File: src/rtl/vedic_mul16_seq.sv
// vedic_mul16_seq -- sequential 16x16 unsigned multiplier.
// The product is built from four 8x8 partial products, one per cycle,
// and accumulated in a 32-bit register.
// Optional build macro: VEDIC_ZERO_SKIP_EN. When it is defined, a zero
// operand sends the FSM straight from IDLE to DONE. The result is the
// same in both builds; only the latency changes.
//
// Handshake: a transfer happens on a rising edge where valid and ready
// are both high. Input side: in_valid/in_ready, where in_ready is high
// only in IDLE. Output side: out_valid/out_ready, where out_valid is high
// only in DONE. While out_ready is low, product and out_valid hold.
module vedic_mul16_seq (
    input  logic        clk,
    input  logic        rst_n,
    input  logic        in_valid,
    output logic        in_ready,
    input  logic [15:0] a,
    input  logic [15:0] b,
    output logic        out_valid,
    input  logic        out_ready,
    output logic [31:0] product,
    output logic        busy,
    output logic [2:0]  dbg_state
);

    typedef enum logic [2:0] {
        ST_IDLE = 3'd0,
        ST_PP0  = 3'd1,
        ST_PP1  = 3'd2,
        ST_PP2  = 3'd3,
        ST_PP3  = 3'd4,
        ST_DONE = 3'd5
    } state_t;

    state_t      state_q, state_d;
    logic [15:0] a_q, a_d;
    logic [15:0] b_q, b_d;
    logic [31:0] acc_q, acc_d;

    logic [7:0]  pp_a;
    logic [7:0]  pp_b;
    logic [15:0] pp;
    logic [31:0] pp_ext;

    // State register. Reset is asynchronous, so an active reset aborts
    // any operation that is in flight.
    always_ff @(posedge clk or negedge rst_n) begin
        if (!rst_n) begin
            state_q <= ST_IDLE;
        end else begin
            state_q <= state_d;
        end
    end

    // Operand latches and the accumulator. product is driven from acc_q.
    always_ff @(posedge clk or negedge rst_n) begin
        if (!rst_n) begin
            a_q   <= 16'd0;
            b_q   <= 16'd0;
            acc_q <= 32'd0;
        end else begin
            a_q   <= a_d;
            b_q   <= b_d;
            acc_q <= acc_d;
        end
    end

    // Select the byte pair for the current PP state, then place the
    // 8x8 product at its weight.
    always_comb begin
        pp_a   = 8'd0;
        pp_b   = 8'd0;
        pp_ext = 32'd0;
        case (state_q)
            ST_PP0:  begin pp_a = a_q[7:0];  pp_b = b_q[7:0];  end
            ST_PP1:  begin pp_a = a_q[15:8]; pp_b = b_q[7:0];  end
            ST_PP2:  begin pp_a = a_q[7:0];  pp_b = b_q[15:8]; end
            ST_PP3:  begin pp_a = a_q[15:8]; pp_b = b_q[15:8]; end
            default: begin pp_a = 8'd0;      pp_b = 8'd0;      end
        endcase
        pp = {8'd0, pp_a} * {8'd0, pp_b};
        case (state_q)
            ST_PP0:         pp_ext = {16'd0, pp};
            ST_PP1, ST_PP2: pp_ext = {8'd0, pp, 8'd0};
            ST_PP3:         pp_ext = {pp, 16'd0};
            default:        pp_ext = 32'd0;
        endcase
    end

    // Next-state and datapath update. The four PP steps are unconditional.
    always_comb begin
        state_d = state_q;
        a_d     = a_q;
        b_d     = b_q;
        acc_d   = acc_q;
        case (state_q)
            ST_IDLE: begin
                if (in_valid) begin
                    a_d     = a;
                    b_d     = b;
                    acc_d   = 32'd0;
                    state_d = ST_PP0;
`ifdef VEDIC_ZERO_SKIP_EN
                    if (a == 16'd0 || b == 16'd0) begin
                        state_d = ST_DONE;
                    end
`endif
                end
            end
            ST_PP0: begin
                acc_d   = acc_q + pp_ext;
                state_d = ST_PP1;
            end
            ST_PP1: begin
                acc_d   = acc_q + pp_ext;
                state_d = ST_PP2;
            end
            ST_PP2: begin
                acc_d   = acc_q + pp_ext;
                state_d = ST_PP3;
            end
            ST_PP3: begin
                acc_d   = acc_q + pp_ext;
                state_d = ST_DONE;
            end
            ST_DONE: begin
                if (out_ready) begin
                    state_d = ST_IDLE;
                end
            end
            default: state_d = ST_IDLE;
        endcase
    end

    // Outputs are decoded from registered state only.
    always_comb begin
        in_ready  = (state_q == ST_IDLE);
        busy      = (state_q != ST_IDLE);
        out_valid = (state_q == ST_DONE);
        product   = acc_q;
        dbg_state = state_q;
    end

endmodule
File: config.mk
export PLATFORM = sky130hd
export DESIGN_NAME = vedic_mul16_seq
export DESIGN_NICKNAME = d
export VERILOG_FILES = /design/src/rtl/vedic_mul16_seq.sv
export SDC_FILE = /design/constraint.sdc
export NUM_CORES = 1
export LEC_CHECK = 0
export CAP_MARGIN = 20
export CORE_MARGIN = 3
export CORE_UTILIZATION = 30
export CTS_CLUSTER_SIZE = 16
export DETAILED_ROUTE_END_ITERATION = 8
export PLACE_DENSITY = 0.52
export SETUP_SLACK_MARGIN = 0.1
export SYNTH_ARGS = -nofsm -noshare
export SYNTH_HDL_FRONTEND = slang
export SYNTH_SLANG_ARGS = --single-unit
File: constraint.sdc
create_clock -name clk -period 12.5 [get_ports clk]
set_input_delay 1.25 -clock clk [delete_from_list [all_inputs] [get_ports clk]]
set_output_delay 1.25 -clock clk [all_outputs]
set_load 0.05 [all_outputs]
# Yosys cells after proc, flatten, opt, wreduce, memory -nomap -nowiden
# Index checks and enable logic that the tools add are counted.
[totals]
reg_bits = 67
out_inout_bits = 38
word_cells = 33
[op_classes]
addsub = 1
multipliers = 1
n_eq_ne = 7
n_mux = 8
reduce_logical = 12
[op_table]
columns = ["op", "n"]
rows = [
  ["$pmux W32 S3", 1],
  ["$pmux W32 S2", 1],
  ["$add A32 B32 Y32", 1],
  ["$mux W32", 1],
  ["$pmux W8 S2", 2],
  ["$pmux W3 S6", 1],
  ["$mul A8 B8 Y16", 1],
  ["$reduce_or A2 Y1", 5],
  ["$eq A3 B2 Y1 const B", 2],
  ["$eq A3 B3 Y1 const B", 2],
  ["$mux W3", 2],
  ["$reduce_and A2 Y1", 3],
  ["$reduce_or A4 Y1", 1],
  ["$eq A3 B1 Y1 const B", 1],
  ["$logic_not A3 Y1", 1],
  ["$reduce_bool A3 Y1", 1],
  ["$ne A2 B1 Y1 const B", 1],
  ["$ne A2 B2 Y1 const B", 1],
  ["$reduce_bool A2 Y1", 1],
]

# Logic depth before layout (Yosys ltp)
[depth]
depth_word = 7
depth_mapped = 34
ltp_nobuf = 33

# Worst setup path after synthesis
# OpenSTA, ideal clock, no wires.
[synth_timing]
path_kind = "register to register"
start = "register state_q[2], in the netlist dbg_state[2]"
end = "register acc_q[30], in the netlist product[30]"
setup_time_ps = 121
arrival_ps = 7547
required_time_ps = 12379
path_slack_ps = 4832
stages_incl_launch_ff = 33
path_buffers = 2
synth_period_minus_slack_ps = 7668
path_cell_list = "dfrtp_1 > clkbuf_1 > nand2b_1 > nor2_1 > clkbuf_1 > a21oi_1 > or2_2 > fa_1 > fa_1 > inv_1 > fa_1 > inv_1 > fa_1 > inv_1 > ha_1 > inv_1 > o21ba_2 > o21ai_0 > a21oi_1 > o21bai_1 > a21oi_1 > xor2_1 > o22ai_1 > ha_1 > a21oi_1 > o211ai_1 > a32oi_1 > o21ai_2 > a21o_1 > o221ai_2 > o311ai_1 > xor2_1 > a22o_1"
[synth_between]
elab_chain_cells = 7
word_cells_on_any_way = 20
[synth_rtl]
columns = ["element", "line", "source"]
rows = [
  ["start: declaration", "35", "state_t state_q, state_d;"],
  ["start signal: assignment", "51", "state_q <= state_d;"],
  ["$eq A3 B3 Y1 (tied with other cells)", "74, 82, 96", ""],
  ["$reduce_or A2 Y1 (no source line)", "n/a", ""],
  ["$pmux W8 S2", "74", "case (state_q)"],
  ["$mul A8 B8 Y16", "81", "pp = {8'd0, pp_a} * {8'd0, pp_b};"],
  ["$pmux W32 S3", "82", "case (state_q)"],
  ["$add A32 B32 Y32", "n/a", ""],
  ["$pmux W32 S2", "96", "case (state_q)"],
  ["end signal: assignment", "60", "acc_q <= 32'd0;"],
  ["end signal: assignment", "64", "acc_q <= acc_d;"],
  ["end: declaration", "38", "logic [31:0] acc_q, acc_d;"],
]
# Parallel ways exist; a longest one is shown, timed or not.
# A chain may end at the register's enable or synchronous reset.

# Worst setup path in the final report
# Ends and elaborated chain as after synthesis.

==> run summary <==
start point of the worst hold path: b_q[10]
CTS clk-pin slew, worst paths: 0.06 ns
total CTS buffers: 9
Synth Instances: 684
most instantiated cells after synthesis: 82 x nor2_1, 67 x dfrtp_1, 67 x ha_1
number of detailed-route iterations in the first pass: 4
main flop type after synthesis: dfrtp_1
Critical Path Slowest Stage Cell: nor2_1
number of global-route vias before repair: 5148
FFs w/ async S/R, synth: 1.00
leading area contributor after synthesis: dfrtp_1
fin nets: 893
Placed Area: 7530 sq um
vias: 5134
worst min path class: reg2reg
Critical Path Max Stage Delay: 0.83 ns
post-synthesis sequential area ratio: 0.256
Sink Count: 67
most frequent cell after synthesis: nor2_1
top-area cell type share of the netlist area: 0.256
Slew headroom: 0.303
RSZ-0062 raised after global routing: no
number of synthesized register bits: 67
CORE AREA: 21200 sq um
worst skew pair latency: 0.35 ns
total track usage: 0.140
Inserted Diodes: 0
mapped cell area: 6540 sq um
Setup Skew: 0.00787 ns
fillers: 2170
YS warnings: 0
Synth cell types: 66
period utilisation layout: 0.675
net count after synthesis: 824
Bufs on Longest Clock Path: 2
ranking of synthesized cells by area: dfrtp_1 26%, ha_1 13%, fa_1 11%
antenna-violating nets left: 0
routability-driven placement congestion ratio: 0.867
drt wl/cell: 15.6 um
critical path arrival: 8.67 ns
max-slew violation count: 0
CP Buf/Inv Count: 4
final setup fails: 0
status: complete, no violations
initial antenna violation count: 0
final hold viol count: 0
reg-to-reg startpoint: dbg_state[2]
CP max FO: 21
Final Cell Area: 7880 sq um
Root Buffer: clkbuf_16
first-pass GRT wire length: 27100 um
Post-synth EDFFs: 0
CP required: 12.74 ns
global routing's busiest layer: met2
Global Route met1 Usage: 0.198
DRC: 0
total grt overflow: 0
Crit Path Category: reg2reg
DIE HEIGHT: 154 um
M3 GR Usage: 0.0312
GR Util met2: 0.219
vias per inst: 4.97
Fmax achieved: 0.119 GHz
DR iter-0 viols: 191
layout cells sized above 1: 0.121
Worst Setup SP: dbg_state[2]
Syn Area/Cell: 9.56 sq um
post_cts resized: 0
Min Clock Period, post-route: 8.43 ns
depth of the CTS H-tree: 3
pin count of the biggest net entering global routing: 68
Setup crit start kind: flip-flop
area delta synth->final: 20.4%
Post-CTS Setup Bufs: 0
max cap viols: 0
die area: 23600 sq um
number of port buffers: 73
number of placement rows: 53
CTS tree: done
total negative slack: 0 ns
top-level I/O count: 74
die width: 154 um
CP endpoint kind: flip-flop
Detailed Route WL: 16200 um
Initial Utilization: 0.308
worst hold margin: 0.501 ns
hold_buf cts: 0
worst slew pin tran: 1.04 ns
DPL Wire Length: 13100 um
CP delay by family, top: compound AO/OA/AOI/OAI gates
kinds of logic (layout without fill, tap and decap cells):
logic type | Yosys count | in the layout | share of synthesized area
flip-flops | 67 | 67 | 0.256
adder cells (fa/ha/maj) | 104 | 104 | 0.241
multiplexers | 34 | 34 | 0.0585
XOR/XNOR | 37 | 37 | 0.0495
AND/OR/NAND/NOR | 177 | 177 | 0.129
AO/OA/AOI/OAI | 182 | 182 | 0.213
buffers and inverters | 83 | 157 | 0.0522
layout make-up:
cell class / count / area (sq um) / area share
Multi-Input combinational cell: 534 / 4520 / 0.574
Sequential cell: 67 / 1680 / 0.213
Timing Repair Buffer: 77 / 776 / 0.0985
Tap cell: 275 / 344 / 0.0437
Inverter: 64 / 240 / 0.0305
Clock buffer: 10 / 229 / 0.0291
Clock inverter: 6 / 90.1 / 0.0114
sequential cells by signal, summed over array words and instances (netlist names):
name,count
product,32
a_q,16
b_q,16
dbg_state,3
path summary, 6_finish.rpt:
| check | cells past startpoint | slack (ns) | endpoint |
|---|---|---|---|
| worst max-delay path | 30 | 4.07 | product[30] |
| worst min-delay path | 1 | 0.50 | b_q[10] |
| worst max register to register | 30 | 4.07 | product[30] |
| worst min register to register | 1 | 0.50 | b_q[10] |
| max in group asynchronous | 2 | 10.83 | a_q[2] |
| min in group asynchronous | 2 | 1.10 | product[12] |
worst reg2reg max path, delay by kind of cell, from the launching register on:
family | cells | cell delay (ns)
AOI/OAI and AO/OA | 15 | 2.80
DFF | 1 | 0.68
xor gates and xnor gates | 2 | 0.40
adders and majority gates | 6 | 2.77
and+or+nand+nor | 3 | 1.47
buffers and inverters | 4 | 0.23
metal layers:
metal,wire (um),up-vias
met5,0,-
met4,237,0
met3,754,19
met2,7290,107
met1,7880,2438
li1,-,2570
metrics by stage:
stage                      util  setup slack [ns]  instances
after floorplan               -              4.83        684
final                     0.371              4.07       1033
after global routing      0.371              3.26       1033
after CTS                 0.370              4.06       1032
after global placement    0.355              4.27       1016
after detailed placement  0.355              4.07       1016
placed cells by master (no fill, tap or decap), drive strengths merged, types with 3 or more instances in the layout:
cell,instances
a211oi,6
a21o,20
a21oi,39
a22o,40
a22oi,16
and2,14
and3,3
buf,5
clkbuf,10
clkdlybuf4s50,72
clkinv,3
dfrtp,67
fa,37
ha,67
inv,64
mux2,34
nand2,24
nand2b,5
nand3,4
nand4,5
nor2,82
nor2b,3
nor3,11
o211ai,5
o21a,4
o21ai,19
o21bai,6
o22ai,8
o31ai,3
or2,15
or3,7
xnor2,18
xor2,19
Power is left out: the tool's default activity adds up to more than one toggle a clock period on the data nets, which glitch-free logic cannot reach.
